[config.mk]
export PLATFORM = sky130hd
export DESIGN_NAME = shift_add_mult16_flat
export DESIGN_NICKNAME = d
export VERILOG_FILES = /design/src/rtl/shift_add_mult16_pkg.sv /design/src/rtl/shift_add_mult16_if.sv /design/src/rtl/shift_add_mult16_cla_add16.sv /design/src/rtl/shift_add_mult16.sv /design/src/flat_wrapper.sv
export SDC_FILE = /design/constraint.sdc
export NUM_CORES = 1
export LEC_CHECK = 0
export ABC_AREA = 0
export ABC_CLOCK_PERIOD_IN_PS = 2600
export BUFFER_PORTS_ARGS = -buffer_cell sky130_fd_sc_hd__buf_2
export CAP_MARGIN = 15
export CORE_MARGIN = 10
export CORE_UTILIZATION = 40
export CTS_BUF_LIST = sky130_fd_sc_hd__clkbuf_8
export CTS_CLUSTER_SIZE = 20
export DETAILED_ROUTE_END_ITERATION = 12
export MAX_ROUTING_LAYER = met4
export PLACE_DENSITY = 0.67
export RECOVER_POWER = 25
export SYNTH_ARGS = -nofsm -noshare
export SYNTH_HDL_FRONTEND = slang
export SYNTH_HIERARCHICAL = 1
export SYNTH_SLANG_ARGS = --single-unit
[constraint.sdc]
create_clock -name clk -period 2.6 [get_ports clk]
set_clock_uncertainty 0.05 [all_clocks]
set_input_delay 0.13 -clock clk [delete_from_list [all_inputs] [get_ports clk]]
set_output_delay 0.13 -clock clk [all_outputs]
set_load 0.005 [all_outputs]
[src/rtl/shift_add_mult16_pkg.sv]
// mult_pkg: shared types and constants for the shift-and-add multiplier.
//   state_t      : FSM encoding {IDLE, RUN, DONE}
//   WIDTH_DEF    : default operand width
//   CNT_W        : step counter width for the default operand width
//   cnt_width()  : step counter width for any operand width
package mult_pkg;

  localparam int WIDTH_DEF = 16;
  localparam int CNT_W     = $clog2(WIDTH_DEF) + 1;

  typedef enum logic [1:0] {
    IDLE = 2'd0,
    RUN  = 2'd1,
    DONE = 2'd2
  } state_t;

  function automatic int cnt_width(input int w);
    return $clog2(w) + 1;
  endfunction

endpackage

[src/rtl/shift_add_mult16_if.sv]
// shift_add_mult16_if: operand and result handshakes of the multiplier.
//   start_valid/start_ready/a/b : operand request (master -> slave)
//   res_valid/res_ready/product : result response (slave -> master)
//   modport master : the producer/consumer around the multiplier
//   modport slave  : the multiplier itself
interface shift_add_mult16_if #(
  parameter int WIDTH = mult_pkg::WIDTH_DEF
);
  logic               start_valid;
  logic               start_ready;
  logic [WIDTH-1:0]   a;
  logic [WIDTH-1:0]   b;
  logic               res_valid;
  logic               res_ready;
  logic [2*WIDTH-1:0] product;

  modport master (
    output start_valid, a, b, res_ready,
    input  start_ready, res_valid, product
  );

  modport slave (
    input  start_valid, a, b, res_ready,
    output start_ready, res_valid, product
  );
endinterface

[src/rtl/shift_add_mult16_cla_add16.sv]
// cla_add16: combinational adder made of 4-bit carry-lookahead slices.
// Carries ripple between slices; inside a slice every carry is a direct
// sum-of-products of generate/propagate terms.
//   i_a, i_b : addends (WIDTH bits, WIDTH a multiple of 4)
//   i_cin    : carry in
//   o_s      : sum
//   o_cout   : carry out
module cla_add16 #(
  parameter int WIDTH = 16
) (
  input  logic [WIDTH-1:0] i_a,
  input  logic [WIDTH-1:0] i_b,
  input  logic             i_cin,
  output logic [WIDTH-1:0] o_s,
  output logic             o_cout
);
  localparam int NSL = WIDTH / 4;

  logic [NSL:0] w_c;

  assign w_c[0] = i_cin;

  for (genvar gs = 0; gs < NSL; gs++) begin : g_slice
    logic [3:0] w_g;
    logic [3:0] w_p;
    logic [4:0] w_cc;

    assign w_g     = i_a[gs*4 +: 4] & i_b[gs*4 +: 4];
    assign w_p     = i_a[gs*4 +: 4] ^ i_b[gs*4 +: 4];
    assign w_cc[0] = w_c[gs];
    assign w_cc[1] = w_g[0] | (w_p[0] & w_cc[0]);
    assign w_cc[2] = w_g[1] | (w_p[1] & w_g[0]) | (w_p[1] & w_p[0] & w_cc[0]);
    assign w_cc[3] = w_g[2] | (w_p[2] & w_g[1]) | (w_p[2] & w_p[1] & w_g[0])
                   | (w_p[2] & w_p[1] & w_p[0] & w_cc[0]);
    assign w_cc[4] = w_g[3] | (w_p[3] & w_g[2]) | (w_p[3] & w_p[2] & w_g[1])
                   | (w_p[3] & w_p[2] & w_p[1] & w_g[0])
                   | (w_p[3] & w_p[2] & w_p[1] & w_p[0] & w_cc[0]);

    assign o_s[gs*4 +: 4] = w_p ^ w_cc[3:0];
    assign w_c[gs+1]      = w_cc[4];
  end

  assign o_cout = w_c[NSL];
endmodule

[src/rtl/shift_add_mult16.sv]
// shift_add_mult16: sequential unsigned WIDTHxWIDTH shift-and-add multiplier.
// One adder step per clock, fixed latency of WIDTH steps after the accept edge.
//   clk   : rising-edge clock
//   rst_n : asynchronous active-low reset, aborts any operation
//   bus   : slave side of shift_add_mult16_if (operand and result handshakes)
module shift_add_mult16
  import mult_pkg::*;
#(
  parameter int WIDTH = mult_pkg::WIDTH_DEF
) (
  input  logic                clk,
  input  logic                rst_n,
  shift_add_mult16_if.slave   bus
);
  localparam int CW = cnt_width(WIDTH);

  state_t           r_state;
  state_t           w_state_nxt;
  logic [WIDTH-1:0] r_mcand;
  logic [WIDTH-1:0] r_acc_hi;
  logic [WIDTH-1:0] r_q;
  logic [CW-1:0]    r_cnt;

  logic             w_load;
  logic             w_step;
  logic [WIDTH-1:0] w_addend;
  logic [WIDTH-1:0] w_sum;
  logic             w_cout;

  // Multiplier LSB selects whether this step adds the multiplicand.
  assign w_addend = r_q[0] ? r_mcand : '0;

  cla_add16 #(.WIDTH(WIDTH)) u_add (
    .i_a    (r_acc_hi),
    .i_b    (w_addend),
    .i_cin  (1'b0),
    .o_s    (w_sum),
    .o_cout (w_cout)
  );

  always_comb begin
    w_state_nxt = r_state;
    w_load      = 1'b0;
    w_step      = 1'b0;
    case (r_state)
      IDLE: begin
        if (bus.start_valid) begin
          w_load      = 1'b1;
          w_state_nxt = RUN;
        end
      end
      RUN: begin
        w_step = 1'b1;
        if (r_cnt == CW'(WIDTH - 1)) w_state_nxt = DONE;
      end
      DONE: begin
        // Returning to IDLE never accepts on the same edge.
        if (bus.res_ready) w_state_nxt = IDLE;
      end
      default: w_state_nxt = IDLE;
    endcase
  end

  always_ff @(posedge clk or negedge rst_n) begin
    if (!rst_n) begin
      r_state  <= IDLE;
      r_mcand  <= '0;
      r_acc_hi <= '0;
      r_q      <= '0;
      r_cnt    <= '0;
    end else begin
      r_state <= w_state_nxt;
      if (w_load) begin
        r_mcand  <= bus.a;
        r_q      <= bus.b;
        r_acc_hi <= '0;
        r_cnt    <= '0;
      end else if (w_step) begin
        // Carry-out shifts into the top of acc_hi, so the step never overflows;
        // the sum LSB moves into the vacated top of q.
        r_acc_hi <= {w_cout, w_sum[WIDTH-1:1]};
        r_q      <= {w_sum[0], r_q[WIDTH-1:1]};
        r_cnt    <= r_cnt + 1'b1;
      end
    end
  end

  assign bus.start_ready = (r_state == IDLE);
  assign bus.res_valid   = (r_state == DONE);
  assign bus.product     = {r_acc_hi, r_q};
endmodule

[src/flat_wrapper.sv]
// flat-port wrapper written by rule: the top's interface ports become plain ports
module shift_add_mult16_flat import mult_pkg::*;
#(
  parameter int WIDTH = mult_pkg::WIDTH_DEF
)
  (clk, rst_n, bus_start_valid, bus_a, bus_b, bus_res_ready, bus_start_ready, bus_res_valid, bus_product);
  shift_add_mult16_if #(.WIDTH(WIDTH)) bus_i ();
  input  logic clk;
  input  logic rst_n;
  input wire logic [$bits(bus_i.start_valid)-1:0] bus_start_valid;
  input wire logic [$bits(bus_i.a)-1:0] bus_a;
  input wire logic [$bits(bus_i.b)-1:0] bus_b;
  input wire logic [$bits(bus_i.res_ready)-1:0] bus_res_ready;
  output wire logic [$bits(bus_i.start_ready)-1:0] bus_start_ready;
  output wire logic [$bits(bus_i.res_valid)-1:0] bus_res_valid;
  output wire logic [$bits(bus_i.product)-1:0] bus_product;
  assign bus_i.start_valid = bus_start_valid;
  assign bus_i.a = bus_a;
  assign bus_i.b = bus_b;
  assign bus_i.res_ready = bus_res_ready;
  assign bus_start_ready = bus_i.start_ready;
  assign bus_res_valid = bus_i.res_valid;
  assign bus_product = bus_i.product;
  shift_add_mult16 #(.WIDTH(WIDTH)) u_core (.clk(clk), .rst_n(rst_n), .bus(bus_i));
endmodule
# Word-level counts from Yosys, hierarchy flattened
# Index checks and enable logic that the tools add are counted.
# totals
reg_bits,55
out_inout_bits,34
word_cells,134
in_bits,36
# classes
addsub,1
n_reduce_logical,3
n_mux,14
bitwise,105
n_eq_ne,6
# op_table
op,n
two-way mux 16 bit,5
bitwise AND 1 bit,57
bitwise OR 1 bit,36
XOR 4 bit,8
bitwise AND 4 bit,4
two-way mux 5 bit,2
two-way mux 2 bit,3
case mux 2 bit (3 select lines),1
adder 5 x 1 -> 5 bit (second input constant),1
equality test 5 x 4 -> 1 bit (second input constant),1
!= test 2 bit (second input constant),2
two-way mux 1 bit,3
AND reduction 3 bit,1
equality test 2 x 1 -> 1 bit (second input constant),1
equality test 2 bit (second input constant),1
logical NOT 2 bit,1
!= test 2 x 1 -> 1 bit (second input constant),1
nonzero test 2 bit,1

# Logic depth before layout (Yosys ltp)
# logic_depth
word_depth,15
depth_mapped,11
ltp_nobuf,10

# Cells and area by module
# The synthesis kept the hierarchy.
# modules_own_cells
module,seq_area_each_um2,cells_per_inst,area_each_um2,n_inst
shift_add_mult16,1376.3,258,2442.3,1
cla_add16,0.0,95,740.7,1

# Least setup slack after synthesis
# Ideal clock, no wire load.
# synth_path
path_kind,reg-to-reg
start,reg u_core.r_q[0]
end,reg u_core.r_acc_hi[12]
setup_ps,117
period_less_slack_ps,2813
path_stages_with_launch,12
path_slack_ps,-213
t_required_ps,2433
n_path_buf,1
arrival_time_ps,2646
cell_sequence,dfrtp_1 clkbuf_1 and2_1 ha_1 a21o_1 a221oi_1 o21ai_0 or2_2 fa_1 xor2_1 nand2_1 nand2_1
# synth_via
elab_cells_between_ends,44
# synth_lines
element,line_no,source
from (decl),shift_add_mult16.sv:21,logic [WIDTH-1:0] r_q;
from (signal assigned),shift_add_mult16.sv:75,r_q <= bus.b;
from (signal assigned),shift_add_mult16.sv:82,"r_q <= {w_sum[0], r_q[WIDTH-1:1]};"
two-way mux 16 bit *,shift_add_mult16.sv:31,assign w_addend = r_q[0] ? r_mcand : '0;
net u_core.w_addend[6],shift_add_mult16.sv:26,logic [WIDTH-1:0] w_addend;
bitwise AND 4 bit / XOR 4 bit (equally long branches),"shift_add_mult16_cla_add16.sv:28, shift_add_mult16_cla_add16.sv:29",
bitwise AND 1 bit (on tied branches),"shift_add_mult16_cla_add16.sv:35, shift_add_mult16_cla_add16.sv:36, shift_add_mult16_cla_add16.sv:37",
"bitwise OR 1 bit, or another cell as far along (2 in series)",shift_add_mult16_cla_add16.sv:35,assign w_cc[4] = w_g[3] | (w_p[3] & w_g[2]) | (w_p[3] & w_p[2] & w_g[1])
bitwise OR 1 bit / bitwise AND 1 bit (equally long branches),"shift_add_mult16_cla_add16.sv:36, shift_add_mult16_cla_add16.sv:37",
bitwise OR 1 bit *,shift_add_mult16_cla_add16.sv:37,| (w_p[3] & w_p[2] & w_p[1] & w_p[0] & w_cc[0]);
bitwise AND 1 bit *,shift_add_mult16_cla_add16.sv:37,
bitwise OR 1 bit *,shift_add_mult16_cla_add16.sv:37,
bitwise AND 1 bit *,shift_add_mult16_cla_add16.sv:31,assign w_cc[1] = w_g[0] | (w_p[0] & w_cc[0]);
bitwise OR 1 bit *,shift_add_mult16_cla_add16.sv:31,
XOR 4 bit *,shift_add_mult16_cla_add16.sv:39,assign o_s[gs*4 +: 4] = w_p ^ w_cc[3:0];
net u_core.w_sum[13],shift_add_mult16.sv:27,logic [WIDTH-1:0] w_sum;
two-way mux 16 bit *,shift_add_mult16.sv:78,end else if (w_step) begin
two-way mux 16 bit *,shift_add_mult16.sv:73,if (w_load) begin
to (signal assigned),shift_add_mult16.sv:81,"r_acc_hi <= {w_cout, w_sum[WIDTH-1:1]};"
to (decl),shift_add_mult16.sv:20,logic [WIDTH-1:0] r_acc_hi;
# Mark *: on every way through the listed nets, which the timed path passes. The rest lies on a longest branch. The select of a mux whose other input is x is not followed.
# A chain may end at the register's enable or synchronous reset.

# Final worst setup path
# layout_path
start,reg u_core.r_q[0]
end,reg u_core.r_acc_hi[12]
# layout_via
elab_chain_len,15
elab_cells_between_ends,44
# layout_lines
element,line_no,source
two-way mux 16 bit *,shift_add_mult16.sv:31,
net u_core.w_addend[2],shift_add_mult16.sv:26,
bitwise AND 4 bit / XOR 4 bit (equally long branches),"shift_add_mult16_cla_add16.sv:28, shift_add_mult16_cla_add16.sv:29",
bitwise AND 1 bit (on tied branches),--,
"bitwise OR 1 bit, or another cell as far along",shift_add_mult16_cla_add16.sv:35,
bitwise OR 1 bit / bitwise AND 1 bit (equally long branches),"shift_add_mult16_cla_add16.sv:35, shift_add_mult16_cla_add16.sv:36",
bitwise OR 1 bit *,shift_add_mult16_cla_add16.sv:36,| (w_p[3] & w_p[2] & w_p[1] & w_g[0])
bitwise AND 1 bit *,shift_add_mult16_cla_add16.sv:37,
bitwise OR 1 bit *,shift_add_mult16_cla_add16.sv:37,
bitwise AND 1 bit *,shift_add_mult16_cla_add16.sv:37,
bitwise OR 1 bit *,shift_add_mult16_cla_add16.sv:37,
bitwise AND 1 bit *,shift_add_mult16_cla_add16.sv:31,
bitwise OR 1 bit *,shift_add_mult16_cla_add16.sv:31,
XOR 4 bit *,shift_add_mult16_cla_add16.sv:39,
net u_core.w_sum[13],shift_add_mult16.sv:27,
two-way mux 16 bit *,shift_add_mult16.sv:78,
two-way mux 16 bit *,shift_add_mult16.sv:73,
# Marks and branches as above.

==> out/metrics.cfg <==
[global_route]
grt-busiest-layer=met2
grt_max_degree=37
grtUsageMet2_pct=25.4
grt_pass1_vias=3128
grt_pass1_wl_mm=14.7
grt_usage_pct=15.2
grt_overflow=0
grt_util_met3_pct=3.42
met1_usage_pct=18.8
antenna_found_initial=0

[route]
drt_iter0_markers=83
vias=2889
wl_mm=8.38
avgRoutedWirePerCell_um=14.4
ant_nets=0
viasPerCell=4.98
dr.pass1.iters=4
remaining_drc_errors=0

[yosys]
synthesis.area_mm2=0.00318
synth_top_area_cell=dfrtp_1
synth_top_area_share_pct=43.2
yosys-top-cells-area=dfrtp_1 (43%), nand2_1 (15%), ha_1 (7.1%), nand3_2 (4.1%), a22oi_1 (3.8%)
yosys_warnings=6
ys_seq_elements=55
synthArstFlopShare_pct=100
synth-main-ff-cell=dfrtp_1
yosysSeqAreaShare_pct=43.2
synth.most_common_cell=nand2_1
synth_cells=353
yosys-top-cells-count=nand2_1 (123), dfrtp_1 (55), ha_1 (18)
synth-edff-count=0
synth.avg_cell_area_um2=9.02
synth.distinct_cells=49

[sta]
relSlewSlack_pct=15.5
fin_crit_ns=2.57
fmax_mhz=389
tightestPinTransition_ns=1.27
min_period_over_period_pct=98.8
rsz0062_at_grt=yes
holdWs_ns=0.0140
hold_viol=0
drv_slew=0
setup_viol=0

[power]
ir_drop_mv=0.621
power.leakage_uw=0.00226
pwr_density_cell_mw_per_mm2=1060

[die]
dieArea_mm2=0.0119
ios=70
die_y_um=109
core_mm2=0.00773
start_util_pct=41.2
rows=32
die_x_um=109

[clocking]
clock_latency_ns=0.32
numCtsBuffers=5
clock_tree.buffer_depth=2
clkSlewWorstSetupHoldPaths_ns=0.11
cts_tree=yes
ctsHtreeMaxLevel=2
cts.sinks=55
cts_root_buf=clkbuf_8

[final_layout]
antenna_cells=0
drive_gt1_share_pct=29.5
post-route-util_pct=56.0
syn2layout_area_growth_pct=35.9
final_nets=535

[placed_design]
hpwl_mm=6.03
gp_congestion=0.877
io_buffers=69

[status]
status=complete, no violations

[setup_path]
worst_path_most_repeated_cell=nand2_1
path_class=flip-flop to flip-flop
end_kind=flip-flop
crit_slowest_cell=dfrtp_2
cp_max_fo=6
cp.arrival_ns=2.74
slowest_delay_ns=0.46
critPathLaunchType=flip-flop
crit_required_ns=2.77
path_cells=and2_1, ha_1, o21a_1, a211o_1, and3_4, or2_4, fa_2, xor2_1, nand2_1, nand2_1

[flow_run]
drv_cap=0

[hold_path]
min_path_type=input port to flip-flop

## registers in the layout, indices dropped and copies added (netlist names)
register	flops
u_core/r_mcand	16
u_core/r_state	2
u_core/r_acc_hi	16
u_core/r_q	16
u_core/r_cnt	5
## cells in the final DEF (no fill, tap or decap), types with 6 or more instances in the layout
| master | Yosys | routed |
|---|---|---|
| a21oi_1 | 8 | 8 |
| a22oi_1 | 16 | 16 |
| buf_4 | 1 | 26 |
| and2_1 | 16 | 13 |
| nor2_1 | 10 | 10 |
| inv_1 | 9 | 9 |
| dlygate4sd3_1 | 0 | 32 |
| ha_1 | 18 | 13 |
| nand3_1 | 6 | 6 |
| nand2_1 | 123 | 123 |
| buf_2 | 9 | 67 |
| nand3_2 | 13 | 13 |
| dfrtp_1 | 55 | 54 |
## metrics by stage
| step | worst slack [ns] | instances | TNS [ns] | power (uW) | instance area, um^2 |
|---|---|---|---|---|---|
| 5_1_grt | -0.0511 | 580 | -0.0794 | 5070 | 4330 |
| 4_1_cts | 0.00865 | 580 | 0 | 4600 | 4300 |
| 3_5_place_dp | -0.108 | 537 | -0.182 | 3950 | 3830 |
| 2_1_floorplan | 0.0122 | 355 | 0 | 3070 | 3240 |
| 6_report | 0.0314 | 580 | 0 | 4610 | 4330 |
| 3_3_place_gp | -0.0460 | 537 | -0.0460 | 3860 | 3830 |
## where the power goes
part / total [uW] / switching [uW] / internal (uW) / leakage, uW
clock: 531 / 325 / 206 / 0.0000522
combinational: 2480 / 1280 / 1200 / 0.00152
sequential: 1590 / 339 / 1250 / 0.000686
total: 4610 / 1950 / 2660 / 0.00226
## cell families (layout without fill, tap and decap cells)
| group | Yosys count | after routing | share of synthesized area, % |
|---|---|---|---|
| adder cells (fa/ha/maj) | 22 | 22 | 9.59 |
| XOR/XNOR | 8 | 8 | 2.20 |
| other | 1 | 3 | 0.118 |
| flip-flops | 55 | 55 | 43.2 |
| buffers and inverters | 24 | 147 | 4.13 |
| multiplexers | 1 | 1 | 0.314 |
| AND/OR/NAND/NOR | 186 | 186 | 27.9 |
| AO/OA/AOI/OAI | 56 | 56 | 12.5 |
## repair_timing
action	4_1_cts	5_1_grt
setup endpoints to repair	4	5
hold buffers	32	0
gates resized for setup	12	5
hold endpoints to repair	50	0
pin swaps	5	4
buffers inserted	3	0
## final timing paths
path | startpoint | to | slack (ns) | cells after the start
hold reg to reg | u_core/r_cnt[3] | u_core/r_cnt[3] | 0.43 | 1
min in group asynchronous | rst_n | u_core/r_q[12] | 0.55 | 2
setup / recovery | u_core/r_q[0] | u_core/r_acc_hi[12] | 0.03 | 10
setup reg to reg | u_core/r_q[0] | u_core/r_acc_hi[12] | 0.03 | 10
max in group asynchronous | rst_n | u_core/r_acc_hi[9] | 0.55 | 3
hold / removal | bus_b[0] | u_core/r_q[0] | 0.01 | 3
## routing by layer
layer / part of all wire [%] / wire (um) / vias to the layer above
li1: - / - / 1436
met1: 46 / 3840 / 1382
met2: 49 / 4070 / 69
met3: 5.4 / 454 / 2
met4: 0.19 / 16 / 0
met5: 0 / 0 / -
## critical path: cells and delay by family (launching register included)
family | cells | cell delay, ns
AND/OR/NAND/NOR | 5 | 0.67
adder cells (fa/ha/maj) | 2 | 0.63
AO/OA/AOI/OAI | 2 | 0.50
flip-flops | 1 | 0.46
XOR/XNOR | 1 | 0.16
## final cells by class
| cell class | instances | area (um^2) |
|---|---|---|
| clock buffers | 5 | 68.8 |
| fillers | 698 | 3400 |
| well taps | 102 | 128 |
| flip-flops and latches | 55 | 1380 |
| multi-input cells | 276 | 1790 |
| clock inverters | 3 | 31.3 |
| repair buffers | 130 | 893 |
| inverters | 9 | 33.8 |
(Power assumes the default switching activity.)
